$ cat src/rtl/idl_pkg.sv
// Shared types and constants for the input data buffer.
// Latency: n/a (declarations only).
// Backpressure: n/a.
package idl_pkg;

    // Output bus indices as wired into the datapath
    typedef enum logic [1:0] {
        BUS_DB  = 2'd0,
        BUS_ADL = 2'd1,
        BUS_ADH = 2'd2
    } idl_bus_e;

    // Undriven buses float to the precharged level: all ones
    localparam logic      IDL_PRECHARGE_BIT  = 1'b1;
    localparam logic [7:0] IDL_PRECHARGE     = {8{IDL_PRECHARGE_BIT}};

    typedef logic [7:0] idl_byte_t;

endpackage : idl_pkg

$ cat src/rtl/idl_fifo_core.sv
// Byte FIFO storage with pointers, registered count and empty/full flags.
// Latency: a pushed byte is readable at the head one cycle later.
// Backpressure: none internally; the caller only issues legal push/pop.
module idl_fifo_core #(
    parameter int DATA_W = 8,
    parameter int DEPTH  = 4
) (
    input  logic                     clk,
    input  logic                     reset,
    input  logic                     flush_i,
    input  logic                     push_i,
    input  logic                     pop_i,
    input  logic [DATA_W-1:0]        wr_dat_i,
    output logic [DATA_W-1:0]        rd_dat_o,
    output logic [$clog2(DEPTH):0]   count_o,
    output logic                     empty_o,
    output logic                     full_o
);

    localparam int PTR_W = $clog2(DEPTH);
    localparam int CNT_W = PTR_W + 1;

    logic [DATA_W-1:0] mem_q [DEPTH];

    logic [PTR_W-1:0] wr_ptr_q, wr_ptr_d;
    logic [PTR_W-1:0] rd_ptr_q, rd_ptr_d;
    logic [CNT_W-1:0] count_q, count_d;
    logic             empty_q, empty_d;
    logic             full_q, full_d;
    logic [PTR_W-1:0] wr_addr;

    // Next pointers/count; a flush rewinds everything and a concurrent push lands in slot 0
    always_comb begin
        wr_ptr_d = wr_ptr_q;
        rd_ptr_d = rd_ptr_q;
        count_d  = count_q;
        wr_addr  = wr_ptr_q;
        if (flush_i) begin
            wr_addr  = '0;
            rd_ptr_d = '0;
            wr_ptr_d = push_i ? PTR_W'(1) : '0;
            count_d  = push_i ? CNT_W'(1) : '0;
        end else begin
            if (push_i) wr_ptr_d = wr_ptr_q + PTR_W'(1);
            if (pop_i)  rd_ptr_d = rd_ptr_q + PTR_W'(1);
            case ({push_i, pop_i})
                2'b10:   count_d = count_q + CNT_W'(1);
                2'b01:   count_d = count_q - CNT_W'(1);
                default: count_d = count_q;
            endcase
        end
        empty_d = (count_d == '0);
        full_d  = (count_d == CNT_W'(DEPTH));
    end

    // Pointer, count and flag registers
    always_ff @(posedge clk or posedge reset) begin
        if (reset) begin
            wr_ptr_q <= '0;
            rd_ptr_q <= '0;
            count_q  <= '0;
            empty_q  <= 1'b1;
            full_q   <= 1'b0;
        end else begin
            wr_ptr_q <= wr_ptr_d;
            rd_ptr_q <= rd_ptr_d;
            count_q  <= count_d;
            empty_q  <= empty_d;
            full_q   <= full_d;
        end
    end

    // Storage is deliberately left out of reset; only the pointers define validity
    always_ff @(posedge clk) begin
        if (push_i) mem_q[wr_addr] <= wr_dat_i;
    end

    assign rd_dat_o = mem_q[rd_ptr_q];
    assign count_o  = count_q;
    assign empty_o  = empty_q;
    assign full_o   = full_q;

endmodule : idl_fifo_core

$ cat src/rtl/input_data_buffer.sv
// Pin-side byte prefetch FIFO feeding the DB/ADL/ADH buses; optional IDL_BYPASS_EN forwards into an empty FIFO.
// Latency: capture visible on the buses next cycle (same cycle with IDL_BYPASS_EN when empty).
// Backpressure: none; captures while full are dropped (sticky overflow), pops while empty are ignored (sticky underflow).
module input_data_buffer
    import idl_pkg::*;
#(
    parameter int                DATA_W    = 8,
    parameter int                DEPTH     = 4,
    parameter int                N_OUT     = 3,
    parameter logic [DATA_W-1:0] PRECHARGE = {DATA_W{IDL_PRECHARGE_BIT}}
) (
    input  logic                           clk,
    input  logic                           reset,
    input  logic [DATA_W-1:0]              data_IN,
    input  logic                           capture_EN,
    input  logic                           pop_EN,
    input  logic                           flush_EN,
    input  logic [N_OUT-1:0]               drive_EN,
    output logic [N_OUT-1:0][DATA_W-1:0]   bus_OUT,
    output logic [$clog2(DEPTH):0]         count_OUT,
    output logic                           empty_OUT,
    output logic                           full_OUT,
    output logic                           overflow_OUT,
    output logic                           underflow_OUT
);

    logic [DATA_W-1:0]      fifo_head;
    logic [$clog2(DEPTH):0] fifo_count;
    logic                   fifo_empty;
    logic                   fifo_full;

    logic                   pop_req;
    logic                   bypass_consume;
    logic                   push_acc;
    logic                   pop_acc;
    logic [DATA_W-1:0]      src;

    logic [DATA_W-1:0]      last_q, last_d;
    logic                   overflow_q, overflow_d;
    logic                   underflow_q, underflow_d;

    // Qualify strobes: flush outranks pop; a full FIFO only accepts a capture alongside a pop
    always_comb begin
        pop_req = pop_EN && !flush_EN;
`ifdef IDL_BYPASS_EN
        // Pop against an empty FIFO takes the byte being captured this very cycle
        bypass_consume = pop_req && fifo_empty && capture_EN;
`else
        bypass_consume = 1'b0;
`endif
        push_acc = capture_EN && (flush_EN || !fifo_full || pop_req) && !bypass_consume;
        pop_acc  = pop_req && !fifo_empty;
    end

    // Last-consumed byte and sticky error flags
    always_comb begin
        last_d      = last_q;
        overflow_d  = overflow_q;
        underflow_d = underflow_q;
        if (pop_acc)             last_d = fifo_head;
        else if (bypass_consume) last_d = data_IN;
        if (flush_EN) begin
            overflow_d  = 1'b0;
            underflow_d = 1'b0;
        end else begin
            if (capture_EN && fifo_full && !pop_req)           overflow_d  = 1'b1;
            if (pop_req && fifo_empty && !bypass_consume)      underflow_d = 1'b1;
        end
    end

    // Top-level state registers
    always_ff @(posedge clk or posedge reset) begin
        if (reset) begin
            last_q      <= '0;
            overflow_q  <= 1'b0;
            underflow_q <= 1'b0;
        end else begin
            last_q      <= last_d;
            overflow_q  <= overflow_d;
            underflow_q <= underflow_d;
        end
    end

    idl_fifo_core #(
        .DATA_W (DATA_W),
        .DEPTH  (DEPTH)
    ) u_fifo (
        .clk      (clk),
        .reset    (reset),
        .flush_i  (flush_EN),
        .push_i   (push_acc),
        .pop_i    (pop_acc),
        .wr_dat_i (data_IN),
        .rd_dat_o (fifo_head),
        .count_o  (fifo_count),
        .empty_o  (fifo_empty),
        .full_o   (fifo_full)
    );

    // Source byte: head entry, or the last consumed byte once the FIFO drains
    always_comb begin
        src = fifo_empty ? last_q : fifo_head;
`ifdef IDL_BYPASS_EN
        if (fifo_empty && capture_EN) src = data_IN;
`endif
    end

    // Per-bus drive muxes; an undriven bus reads the precharge level
    always_comb begin
        bus_OUT = {N_OUT{PRECHARGE}};
        for (int i = 0; i < N_OUT; i++) begin
            bus_OUT[i] = drive_EN[i] ? src : PRECHARGE;
        end
    end

    assign count_OUT     = fifo_count;
    assign empty_OUT     = fifo_empty;
    assign full_OUT      = fifo_full;
    assign overflow_OUT  = overflow_q;
    assign underflow_OUT = underflow_q;

endmodule : input_data_buffer

$ cat config.mk
export PLATFORM = sky130hd
export DESIGN_NAME = input_data_buffer
export DESIGN_NICKNAME = d
export VERILOG_FILES = /design/src/rtl/idl_pkg.sv /design/src/rtl/idl_fifo_core.sv /design/src/rtl/input_data_buffer.sv
export SDC_FILE = /design/constraint.sdc
export NUM_CORES = 1
export LEC_CHECK = 0
export CAP_MARGIN = 20
export CORE_AREA = 2 2 71 73
export CTS_CLUSTER_SIZE = 30
export DETAILED_ROUTE_END_ITERATION = 6
export DIE_AREA = 0 0 73 75
export HOLD_SLACK_MARGIN = 0.05
export MAX_ROUTING_LAYER = met4
export PLACE_DENSITY = 0.81
export SYNTH_ARGS = -nofsm -noshare
export SYNTH_HDL_FRONTEND = slang
export SYNTH_HIERARCHICAL = 1
export SYNTH_SLANG_ARGS = --single-unit
$ cat constraint.sdc
create_clock -name clk -period 2.6 [get_ports clk]
set_input_delay 0.52 -clock clk [delete_from_list [all_inputs] [get_ports clk]]
set_output_delay 0.52 -clock clk [all_outputs]
set_load 0.01 [all_outputs]
# Word level (Yosys, flattened, before mapping)
# Memory sizes are Yosys's and may differ from the RTL's.
# Index checks and enable logic that the tools add are counted.
# classes
addsub,4
multipliers,0
div,0
order_cmp,0
eq_ne,3
shift,0
muxes,19
n_bitwise,0
n_reduce_logical,17
# op_table
cell,count
8-bit 2-to-1 mux,4
2-bit 2-to-1 mux,5
1-bit 2-to-1 mux,8
2-bit nonzero test,4
1-bit logical AND,6
3-bit one-hot mux with 2 select lines,1
"2-bit by 1-bit adder with 2-bit output, second input constant",2
1-bit zero test,4
"3-bit by 1-bit adder with 3-bit output, second input constant",1
"3-bit == test, second input constant",1
3-bit zero test,1
3-bit 2-to-1 mux,1
"3-bit by 1-bit subtractor with 3-bit output, second input constant",1
"2-bit by 1-bit == test with 1-bit output, second input constant",1
"2-bit == test, second input constant",1
1-bit logical OR,2
# word_totals
register_bits,19
latchBits,0
ramBits,32
mem_bits_ro,0
elab_cells,52
n_memories,1
# memory_table
name,words,width,read_ports,rd_clocked_by_memory_dff,write_ports,line_no,rtl
u_fifo.mem_q,4,8,1,0,1,idl_fifo_core.sv:23,logic [DATA_W-1:0] mem_q [DEPTH];

# Depth between registers and ports, before layout
# logic_depth
word_depth,8
depth_mapped,8
mapped_depth_nobuf,8

# Modules after synthesis
# Netlist, hierarchy kept.
# by_module_without_submodules
mod,instances,cells_per_inst,area_per_inst_um2
idl_fifo_core,1,88,1646.6
input_data_buffer,1,64,628.1

# Worst setup path after synthesis
# Ideal clock, no wire load.
# synth_timing
path_type,register -> register
from,reg u_fifo.empty_q (netlist: u_fifo/empty_o)
to,reg u_fifo.full_q (netlist: u_fifo/full_o)
setup_ps,119
arrival_time_ps,2044
setup_slack_ps,437
stages_incl_launch_ff,9
period_less_slack_ps,2163
path_cell_list,dfstp_2 buf_6 nor3b_2 buf_6 ha_1 fa_1 nor3b_1 o31ai_2 o21ba_1
# synth_between
elab_chain_cells,6
elab_cells_between_ends,7
cone_classes,3 x eq/ne; 2 x mux; 2 x reduce/logical
# synth_lines
item,line_no,rtl
start: declaration,idl_fifo_core.sv:28,"logic empty_q, empty_d;"
start signal: assignment,idl_fifo_core.sv:68,empty_q <= empty_d;
1-bit zero test (*),input_data_buffer.sv:52,pop_acc = pop_req && !fifo_empty;
1-bit logical AND (*),input_data_buffer.sv:52,
via pop_acc,input_data_buffer.sv:35,logic pop_acc;
2-bit by 1-bit == test with 1-bit output / 2-bit == test (equally long branches),idl_fifo_core.sv:46,"case ({push_i, pop_i})"
3-bit one-hot mux with 2 select lines (*),idl_fifo_core.sv:46,
3-bit 2-to-1 mux (*),idl_fifo_core.sv:38,if (flush_i) begin
3-bit == test (*),idl_fifo_core.sv:53,full_d = (count_d == CNT_W'(DEPTH));
via u_fifo.full_d,idl_fifo_core.sv:29,"logic full_q, full_d;"
end signal: assignment,idl_fifo_core.sv:69,full_q <= full_d;
end: declaration,idl_fifo_core.sv:29,
# The timed path passes the listed nets; every way through them passes the cells marked *.
# A chain may end at the register's enable or synchronous reset.

==> flow_metrics.py <==
metrics = {
    "run_status": {
        "status": "finished, final reports clean",
    },
    "sta": {
        "worst_pin_slew_ns": 0.419,
        "final_hold_viol_count": 0,
        "fin_crit_ns": 2.50,
        "maxSlewViolCount": 0,
        "post-route-period-util_pct": 96.1,
        "timing.fmax_mhz": 400,
        "slew_headroom_pct": 72.1,
        "finClkSkew_ns": 0.00765,
        "rsz0062_at_grt": "false",
        "setup_violations": 0,
        "fin_ws_ns": 0.103,
    },
    "global_routing": {
        "grt_max_degree": 19,
        "grt_pass1_wl_mm": 6.64,
        "grt_use_total_pct": 17.1,
        "grt_pass1_vias": 1379,
        "antenna_found_initial": 0,
        "grt_overflow_total": 0,
    },
    "floorplan": {
        "core_area_um2": 4660,
        "initial_core_util_pct": 48.8,
        "io_pins": 47,
        "fp.dieW_um": 73,
        "rows": 25,
        "die_area_um2": 5480,
        "die_h_um": 75,
    },
    "detailed_routing": {
        "post_drt_wl_per_cell_um": 15.0,
        "first_pass_iters": 4,
        "post-route-drc-count": 0,
        "drt_iter0_markers": 54,
        "drt_wl_total_mm": 3.97,
        "final_antenna_net_count": 0,
        "via_per_inst": 5.08,
        "via_count": 1341,
    },
    "synthesis": {
        "synth_cell_types": 30,
        "syn_area_um2": 2270,
        "syn_inst": 152,
        "synth_warnings": 6,
        "syn_nets": 170,
        "postSynthAreaPerCell_um2": 15.0,
        "synth-seq-cells": 51,
        "synth_seq_area_share_pct": 63.2,
    },
    "worst_setup_path": {
        "cp-startpoint": "u_fifo/rd_ptr_q[0]",
        "cp.arrival_ns": 1.98,
        "crit_chain": "buf_12, mux4_2, mux2i_2, nand2_1, dlygate4sd2_1",
        "max_stage_delay_ns": 0.55,
        "critPathCaptureType": "output pin",
        "crit_required_ns": 2.08,
        "critPathKind": "flop to output pin",
        "critical-path-top-delay-family": "multiplexers",
        "setup.worst_path.start_class": "flop",
        "slowest_stage": "mux4_2",
        "cp_max_fo": 10,
        "crit_buf_inv": 2,
        "r2r_start": "u_fifo/empty_o",
    },
    "power_and_ir_drop": {
        "p_leak_nw": 1.15,
        "power.density_nw_per_um2": 720,
        "peakVddDrop_uv": 380,
    },
    "clock_network": {
        "cts_tree": "built",
        "root_buffer": "clkbuf_8",
        "cts_hold_buf": 0,
        "insertion_delay_ns": 0.30,
        "clkSinkCount": 51,
        "cts_max_level": 2,
        "ctsLongestPathBuffers": 2,
        "numCtsBuffers": 5,
        "clkTransAtPathRegs_ns": 0.09,
    },
    "place": {
        "portBuffers": 46,
        "dp_hpwl_mm": 3.03,
        "place_congestion": 0.779,
        "dpl_worst_slack_ns": -0.0552,
        "place_area_um2": 2840,
    },
    "layout": {
        "area_growth_pct": 29.5,
        "fillers": 347,
        "antenna_cells": 0,
        "finalInstanceArea_um2": 2950,
        "multi_input_area_um2": 798,
        "seq_area_um2": 1440,
        "fin_nets": 227,
        "layout_common_cells": "edfxtp_1, nand2_1, clkdlybuf4s50_1, dlygate4sd2_1, dfrtp_1",
        "drive_gt1_share_pct": 24.3,
        "final_common_cell": "edfxtp_1",
    },
    "min_path": {
        "worstHoldPathType": "input pin to async pin",
    },
    "flow_run": {
        "maxCapViolCount": 0,
    },
}
==> final timing paths <==
path | end | slack, ns | cells after the start
worst min register to register | overflow_OUT | 0.52 | 2
max in group asynchronous | u_fifo/empty_o | 1.81 | 2
worst max-delay path | bus_OUT[4] | 0.10 | 5
min in group clk | overflow_OUT | 0.52 | 2
worst max register to register | u_fifo/full_o | 0.31 | 6
worst min-delay path | u_fifo/rd_ptr_q[0] | 0.50 | 2
==> per-layer routing <==
metal	global-route usage, %	vias up	part of all wire, %
li1	-	653	-
met1	22.0	648	44
met2	26.5	36	51
met3	3.21	4	3.7
met4	8.02	0	0.83
met5	-	-	0
==> cells in the mapped netlist <==
| library cell | count | area share, % |
|---|---|---|
| inv_1 | 6 | 0.99 |
| a21oi_1 | 3 | 0.66 |
| xnor2_1 | 2 | 0.77 |
| nor4b_1 | 1 | 0.39 |
| buf_2 | 2 | 0.44 |
| mux4_2 | 8 | 7.9 |
| nor3b_1 | 2 | 0.66 |
| mux2_4 | 8 | 5.3 |
| nand2_1 | 27 | 4.5 |
| buf_6 | 3 | 1.5 |
| nor2b_1 | 1 | 0.28 |
| dfstp_2 | 1 | 1.2 |
| o21ba_1 | 1 | 0.44 |
| o31ai_2 | 1 | 0.55 |
| buf_1 | 3 | 0.50 |
| nor4b_2 | 1 | 0.66 |
| or2_1 | 1 | 0.28 |
| mux2i_1 | 9 | 4.0 |
| fa_1 | 1 | 0.88 |
| or2b_1 | 1 | 0.33 |
| nand3b_1 | 1 | 0.33 |
| nor3_1 | 2 | 0.44 |
| o31a_1 | 1 | 0.39 |
| nor3b_2 | 2 | 1.1 |
| xor2_1 | 4 | 1.5 |
| nor2_1 | 8 | 1.3 |
| o21ai_0 | 1 | 0.22 |
| edfxtp_1 | 32 | 42 |
| dfrtp_1 | 18 | 20 |
| ha_1 | 1 | 0.55 |
==> final cells by class <==
| type | count | area share (%) |
|---|---|---|
| Inverter | 6 | 0.764 |
| Timing Repair Buffer | 58 | 17.8 |
| Tap cell | 54 | 2.29 |
| Multi-Input combinational cell | 87 | 27.1 |
| Clock buffer | 5 | 2.34 |
| Sequential cell | 51 | 48.8 |
| Clock inverter | 3 | 0.892 |
==> registers in the layout (all words and copies together), names as in the netlist <==
signal / cells
u_fifo/empty_o: 1
u_fifo/wr_ptr_q: 2
u_fifo/mem_q: 32
u_fifo/count_o: 3
u_fifo/full_o: 1
overflow_OUT: 1
u_fifo/rd_ptr_q: 2
underflow_OUT: 1
last_q: 8
==> power by group <==
part	leakage (nW)	internal, mW	switching (mW)	total (mW)
logic	0.566	0.349	0.252	0.600
clock network	0.0491	0.198	0.265	0.463
registers	0.531	0.966	0.0927	1.06
total	1.15	1.51	0.610	2.12
==> stage by stage <==
step           cells  hold slack, ns  util (%)  TNS, ns  total power, mW
2_1_floorplan    152           0.347         -        0             1.40
3_3_place_gp     255           0.497      61.0        0             1.67
3_5_place_dp     255           0.497      61.0  -0.0991             1.68
4_1_cts          264           0.511      63.4        0             2.15
5_1_grt          264           0.552      63.2        0             2.24
6_report         264           0.499      63.2        0             2.12
==> what timing repair did <==
item,CTS,global route
setup buffers,1,0
gates resized for setup,35,2
endpoints found under the setup margin,24,2
==> kinds of logic after synthesis <==
kind of cell / after synthesis / synth area share [%]
DFF: 51 / 63.2
and+or+nand+nor: 47 / 10.2
muxes: 25 / 17.2
buffers and inverters: 14 / 3.41
AOI/OAI and AO/OA: 7 / 2.25
xor gates and xnor gates: 6 / 2.31
adders and majority gates: 2 / 1.43
No activity file was read; power rests on OpenSTA's default activity.
